`config.mk`:
```
export PLATFORM = sky130hd
export DESIGN_NAME = sram_access_ctrl
export DESIGN_NICKNAME = d
export VERILOG_FILES = /design/src/rtl/sram_access_ctrl.sv
export SDC_FILE = /design/constraint.sdc
export NUM_CORES = 1
export LEC_CHECK = 0
export CAP_MARGIN = 25
export CORE_ASPECT_RATIO = 0.6
export CORE_MARGIN = 2
export CORE_UTILIZATION = 55
export CTS_CLUSTER_DIAMETER = 40
export DETAILED_ROUTE_END_ITERATION = 16
export DONT_BUFFER_PORTS = 1
export GPL_ROUTABILITY_DRIVEN = 0
export HOLD_SLACK_MARGIN = 0.1
export PLACE_DENSITY_LB_ADDON = 0.1
export SYNTH_ARGS = -nofsm -noshare
export SYNTH_HDL_FRONTEND = slang
export SYNTH_SLANG_ARGS = --single-unit
```
`constraint.sdc`:
```
create_clock -name clk -period 2.3 [get_ports clk]
set_clock_uncertainty 0.2 [all_clocks]
set_input_delay 0.23 -clock clk [delete_from_list [all_inputs] [get_ports clk]]
set_output_delay 0.23 -clock clk [all_outputs]
set_load 0.02 [all_outputs]
```
`src/rtl/sram_access_ctrl.sv`:
```
// sram_access_ctrl
//   Sequencer in front of the 3x8 row decoder of the 8x8 SRAM macro. Accepts
//   one read/write at a time, latches it, then walks a fixed non-overlapping
//   sequence: precharge -> wordline (+ write drive) -> sense (reads) -> done.
//   Every output comes straight from a flop; next-state values are computed
//   from the next FSM state so outputs line up with the state they describe.
//
// Ports
//   clk, rst        clock, synchronous active-high reset
//   req/we/addr/wdata  request, sampled when ready=1
//   sa_out          sense-amp outputs from the array
//   ready           idle, request accepted on req&ready edge
//   dec_a, dec_en   decoder row address / wordline fire
//   pre_en          bitline precharge enable
//   wr_en, wdrv     write-driver enable and data
//   sae             sense-amp enable
//   rvalid, rdata   read-complete pulse and captured read data
//   wdone           write-complete pulse
module sram_access_ctrl #(
    parameter int PRE_CYC = 2,
    parameter int WL_CYC  = 2
) (
    input  logic       clk,
    input  logic       rst,
    input  logic       req,
    input  logic       we,
    input  logic [2:0] addr,
    input  logic [7:0] wdata,
    input  logic [7:0] sa_out,
    output logic       ready,
    output logic [2:0] dec_a,
    output logic       dec_en,
    output logic       pre_en,
    output logic       wr_en,
    output logic [7:0] wdrv,
    output logic       sae,
    output logic       rvalid,
    output logic       wdone,
    output logic [7:0] rdata
);

    typedef enum logic [2:0] {S_IDLE, S_PRE, S_ACT, S_SENSE, S_DONE} state_t;

    // Counter is loaded with length-1 and the phase exits when it reads 0,
    // so a length of 1 gives exactly one cycle.
    localparam logic [3:0] PRE_LD = 4'(PRE_CYC - 1);
    localparam logic [3:0] WL_LD  = 4'(WL_CYC - 1);

    state_t     state_q, state_d;
    logic [3:0] cnt_q, cnt_d;
    logic       we_q;
    logic [2:0] addr_q;
    logic [7:0] wdata_q;

    logic       ready_q, ready_d;
    logic [2:0] dec_a_q, dec_a_d;
    logic       dec_en_q, dec_en_d;
    logic       pre_en_q, pre_en_d;
    logic       wr_en_q, wr_en_d;
    logic [7:0] wdrv_q, wdrv_d;
    logic       sae_q, sae_d;
    logic       rvalid_q, rvalid_d;
    logic       wdone_q, wdone_d;
    logic [7:0] rdata_q;

    logic accept;
    assign accept = req && (state_q == S_IDLE);

    // State / output register
    always_ff @(posedge clk) begin
        if (rst) begin
            state_q  <= S_IDLE;
            cnt_q    <= '0;
            we_q     <= 1'b0;
            addr_q   <= '0;
            wdata_q  <= '0;
            ready_q  <= 1'b1;
            dec_a_q  <= '0;
            dec_en_q <= 1'b0;
            pre_en_q <= 1'b0;
            wr_en_q  <= 1'b0;
            wdrv_q   <= '0;
            sae_q    <= 1'b0;
            rvalid_q <= 1'b0;
            wdone_q  <= 1'b0;
            rdata_q  <= '0;
        end else begin
            state_q  <= state_d;
            cnt_q    <= cnt_d;
            if (accept) begin
                we_q    <= we;
                addr_q  <= addr;
                wdata_q <= wdata;
            end
            ready_q  <= ready_d;
            dec_a_q  <= dec_a_d;
            dec_en_q <= dec_en_d;
            pre_en_q <= pre_en_d;
            wr_en_q  <= wr_en_d;
            wdrv_q   <= wdrv_d;
            sae_q    <= sae_d;
            rvalid_q <= rvalid_d;
            wdone_q  <= wdone_d;
            // Capture on the edge leaving SENSE so rdata is valid with rvalid.
            if (state_q == S_SENSE) rdata_q <= sa_out;
        end
    end

    // Next-state logic
    always_comb begin
        state_d = state_q;
        cnt_d   = cnt_q;
        case (state_q)
            S_IDLE: begin
                if (req) begin
                    state_d = S_PRE;
                    cnt_d   = PRE_LD;
                end
            end
            S_PRE: begin
                if (cnt_q == 4'd0) begin
                    state_d = S_ACT;
                    cnt_d   = WL_LD;
                end else begin
                    cnt_d = cnt_q - 4'd1;
                end
            end
            S_ACT: begin
                if (cnt_q == 4'd0) state_d = we_q ? S_DONE : S_SENSE;
                else               cnt_d   = cnt_q - 4'd1;
            end
            S_SENSE: state_d = S_DONE;
            S_DONE:  state_d = S_IDLE;
            default: state_d = S_IDLE;
        endcase
    end

    // Output next-values, decoded from the upcoming state. we_q/addr_q are
    // already settled whenever ACT or DONE is next (PRE always precedes).
    always_comb begin
        ready_d  = (state_d == S_IDLE);
        pre_en_d = (state_d == S_PRE);
        dec_en_d = (state_d == S_ACT) || (state_d == S_SENSE);
        wr_en_d  = (state_d == S_ACT) && we_q;
        wdrv_d   = wr_en_d ? wdata_q : 8'h00;
        sae_d    = (state_d == S_SENSE);
        rvalid_d = (state_d == S_DONE) && !we_q;
        wdone_d  = (state_d == S_DONE) && we_q;
        dec_a_d  = (state_d == S_ACT) ? addr_q : dec_a_q;
    end

    assign ready  = ready_q;
    assign dec_a  = dec_a_q;
    assign dec_en = dec_en_q;
    assign pre_en = pre_en_q;
    assign wr_en  = wr_en_q;
    assign wdrv   = wdrv_q;
    assign sae    = sae_q;
    assign rvalid = rvalid_q;
    assign wdone  = wdone_q;
    assign rdata  = rdata_q;

endmodule

```
# --- Word-level counts from Yosys, hierarchy flattened ---
# Cells that the tools add are included.
totals:
  register_bits: 45
  in_bits: 23
  output_inout_bits: 26
  word_cells: 47
op_classes:
  addsub: 1
  n_eq_ne: 9
  n_mux: 9
  bitwise_logic: 1
  n_reduce_logical: 12
op_table:
  columns: ["operator", "count"]
  rows:
  - ["== test 3 x 2 -> 1 bit (second input constant)", 4]
  - ["two-way mux 3 bit", 4]
  - ["two-way mux 4 bit", 3]
  - ["one-hot mux 3 bit (4 select lines)", 1]
  - ["one-hot mux 4 bit (3 select lines)", 1]
  - ["== test 3 x 1 -> 1 bit (second input constant)", 2]
  - ["logical NOT 3 bit", 2]
  - ["logical AND 1 bit", 4]
  - ["logical NOT 4 bit", 1]
  - ["!= test 2 bit (second input constant)", 2]
  - ["subtractor 4 x 1 -> 4 bit (second input constant)", 1]
  - ["== test 3 bit (second input constant)", 1]
  - ["AND reduction 3 bit", 1]
  - ["nonzero test 3 bit", 1]
  - ["OR reduction 2 bit", 1]
  - ["logical NOT 1 bit", 1]
  - ["logical OR 1 bit", 1]
  - ["inverter 1 bit", 1]

# --- Longest topological paths before layout ---
logic_depth:
  word_depth: 7
  depth_mapped: 7

# --- Least setup slack after synthesis ---
# No wires, ideal clock.
synth_timing:
  path_kind: "register -> register"
  from: "register cnt_q[0]"
  to: "register wdrv_q[0], in the netlist wdrv[0]"
  setup_time_ps: 115
  t_arrival_ps: 1572
  required_time_ps: 1985
  path_slack_ps: 413
  path_stages_with_launch: 8
  path_buffers: 1
  period_less_slack_ps: 1887
  path_cell_list: "dfxtp_1 -> inv_1 -> ha_1 -> nor3b_2 -> mux2_2 -> and3_1 -> buf_2 -> and2_1"
synth_between:
  elab_chain_len: 7
  word_cells_on_any_way: 8
  cone_classes: "1 x eq/ne; 3 x mux; 1 x bitwise; 3 x reduce/logical"
synth_rtl:
  columns: ["item", "line", "source"]
  rows:
  - ["from (decl)", "50", "logic [3:0] cnt_q, cnt_d;"]
  - ["from (signal assigned)", "89", "cnt_q <= cnt_d;"]
  - ["logical NOT 4 bit (*)", "121, 129", null]
  - ["two-way mux 3 bit, on equally long branches", "129, 121", null]
  - ["one-hot mux 3 bit (4 select lines) (*)", "113", "case (state_q)"]
  - ["== test 3 x 2 -> 1 bit (*)", "144", "wr_en_d = (state_d == S_ACT) && we_q;"]
  - ["logical AND 1 bit (*)", "144", null]
  - ["inverter 1 bit (no source line) (*)", null, null]
  - ["OR reduction 2 bit (no source line) (*)", null, null]
  - ["to (signal assigned)", "100", "wdrv_q <= wdrv_d;"]
  - ["to (decl)", "60", "logic [7:0] wdrv_q, wdrv_d;"]
# Every way passes the cells marked *; elsewhere a longest branch is shown, timed or not.
# A chain may end at the register's enable or synchronous reset.

# --- Worst setup path in the final report ---
layout_timing:
  from: "register cnt_q[0]"
  to: "register wdrv_q[3], in the netlist wdrv[3]"
# Same word-level chain as after synthesis.

==> results.toml <==
[yosys]
syn_area_per_cell_sq_um = 9.081
ys_seq_elements = 45
netlist_area_sq_um = 1689
synth_cell_types = 38
yosysSeqAreaShare_pct = 53.33
synth_nets = 211
yosys-top-cells-area = "dfxtp_1, nand2_1, a21oi_1"
syn_inst = 186
yosysWarnings = 0
synth_top_area_share_pct = 53.33
synth_top_cell_by_area = "dfxtp_1"

[floorplanning]
fp.dieW_um = 75.55
start_util_pct = 58.44
ios = 49
die_area_sq_um = 3545
die_y_um = 46.93
core_region_area_sq_um = 2890
std_cell_rows = 15

[finish]
utilization_pct = 70.48
fin_cells = 251
n_fill_cell = 231
num_antenna_cells = 0
final_cell_mix = "nand2_1, dfxtp_1, a21oi_1"
area_growth_pct = 20.59
final_nets = 234
layout-drive-gt1-share_pct = 11.00
final_common_cell = "nand2_1"
fin_area_sq_um = 2037

[min_path]
whs_path_depth = 2
worstHoldPathType = "primary input to flop"

[setup_path]
start_kind = "flop"
critPathMaxStageDelay_ns = 0.43
cpMaxStageDelayCell = "mux2_2"
crit_required_ns = 2.28
critPathKind = "flop to flop"
crit_chain = "inv_1 > ha_1 > nor3b_2 > mux2_2 > and3_1 > and2_1"
rrSetupSlack_ns = 0.16
ff2ff_path_depth = 6
arrival_ns = 2.11
end_kind = "flop"
crit_fanout = 9

[cts]
root_buffer = "clkbuf_8"
postCtsSetupRepairBufs = 0
cts_tree = "done"
clk_pin_slew_ns = 0.08
clk_path_buf_depth = 2
cts_buffers = 5
insertion_delay_ns = 0.28
ctsHtreeMaxLevel = 2
clock_sinks = 45

[drt]
ant_nets = 0
vias_per_cell = 5.402
first_pass_iters = 5
wl_um = 3645
drc = 0
wire_per_inst_um = 14.52
drt_iter0_drc = 71
vias = 1356

[placement]
dp_hpwl_um = 2268
place_area_sq_um = 1723
numPortBuffers = 0
place_inst = 222
place_ws_ns = 0.1806

[sta]
layout_setup_ws_ns = 0.1617
max_freq_mhz = 467.7
finalSetupTns_ns = 0
tightest_slew_ns = 1.075
setup_viol = 0
whs_ns = 0.1600
period_share_pct = 92.97
grt_setup_unrepaired = "no"
hold_violations = 0
drv_slew = 0
relSlewSlack_pct = 28.31
min_period_ns = 2.138

[pwr]
p_int_mw = 1.498
ir_worst_vdd_mv = 0.5504
switching_power_mw = 0.8233
pwr-share-seq_pct = 47.4
power.density_nw_per_um2 = 1139
switching_share_pct = 35.47
pwr-share-clk_pct = 20.3
power_leakage_nw = 0.7967
p_total_mw = 2.321
comb_power_share_pct = 32.3

[global_routing]
grt_pass1_vias = 1157
antenna_found_initial = 0
grt-ovfl-total = 0
grt_max_degree = 29
grtUsageTotal_pct = 21.82
grt_pass1_wl_um = 5595

[job]
drv_cap = 0

[run_status]
status = "complete, no violations"
[critical path, delay by kind of cell (launching register included)]
| kind | cells | cell delay (ns) |
|---|---|---|
| muxes | 1 | 0.43 |
| buffers and inverters | 1 | 0.10 |
| DFF | 1 | 0.32 |
| adders and majority gates | 1 | 0.15 |
| and+or+nand+nor | 3 | 0.83 |
[logic make-up after synthesis]
| family | synth area share (%) |
|---|---|
| buffers and inverters | 3.778 |
| AOI/OAI and AO/OA | 14.37 |
| adders and majority gates | 1.481 |
| muxes | 3.111 |
| DFF | 53.33 |
| and+or+nand+nor | 23.93 |
[routing by layer]
layer | wire (um) | up-vias | global-route usage, %
li1 | - | 674 | -
met1 | 1704 | 628 | 29.10
met2 | 1696 | 52 | 33.74
met3 | 235 | 2 | 9.227
met4 | 8 | 0 | 4.561
met5 | 0 | - | 0
[sequential cells by signal, summed over array words and instances (netlist names)]
name / flops
wdata_q: 8
wdone: 1
wdrv: 8
pre_en: 1
cnt_q: 4
ready: 1
addr_q: 3
sae: 1
rdata: 8
dec_en: 1
state_q: 3
dec_a: 3
rvalid: 1
we_q: 1
wr_en: 1
[worst paths after layout]
path	endpoint	from
max	wdrv[3]	cnt_q[0]
min	state_q[0]	req
max reg2reg	wdrv[3]	cnt_q[0]
min reg2reg	wdrv[1]	wdata_q[1]
[cell usage after synthesis, drive strengths merged]
cell type   n
or3         1
nor4b       1
o2111a      1
ha          2
and3        1
clkbuf      6
nor2b       1
o211ai      1
o21ai       4
or4b        1
a211oi      1
a21oi      26
nor3b       2
and2        8
o22ai       1
o32a        1
mux2i       3
dfxtp      45
mux2        2
buf         5
nor2        8
o31ai       1
inv         2
o211a       1
o32ai       1
and2b       1
nand3b      4
nand2      46
nand2b      2
a311oi      1
or2         3
a2111oi     1
nor3        2
[power by group through the flow]
stage | combinational (mW) | clock, mW | sequential [mW]
2_1_floorplan | 0.603 | 0 | 1.05
3_3_place_gp | 0.669 | 0 | 1.10
3_5_place_dp | 0.694 | 0 | 1.11
4_1_cts | 0.733 | 0.480 | 1.09
5_1_grt | 0.823 | 0.526 | 1.12
6_report | 0.750 | 0.472 | 1.10
[layout make-up]
class / count / area, sq um / area share, %
flip-flops and latches: 45 / 903.4 / 44.35
multi-input cells: 128 / 726.9 / 35.69
repair buffers: 27 / 260.3 / 12.78
clock buffers: 7 / 86.33 / 4.238
well taps: 42 / 52.55 / 2.580
inverters: 2 / 7.507 / 0.3686
[timing repair]
action                                  4_1_cts  5_1_grt
hold buffers                                 22        0
hold endpoints to repair                     36        0
resized for setup                             0        4
endpoints found under the setup margin        0        9
Note: power is estimated with default switching activity, not from simulation.
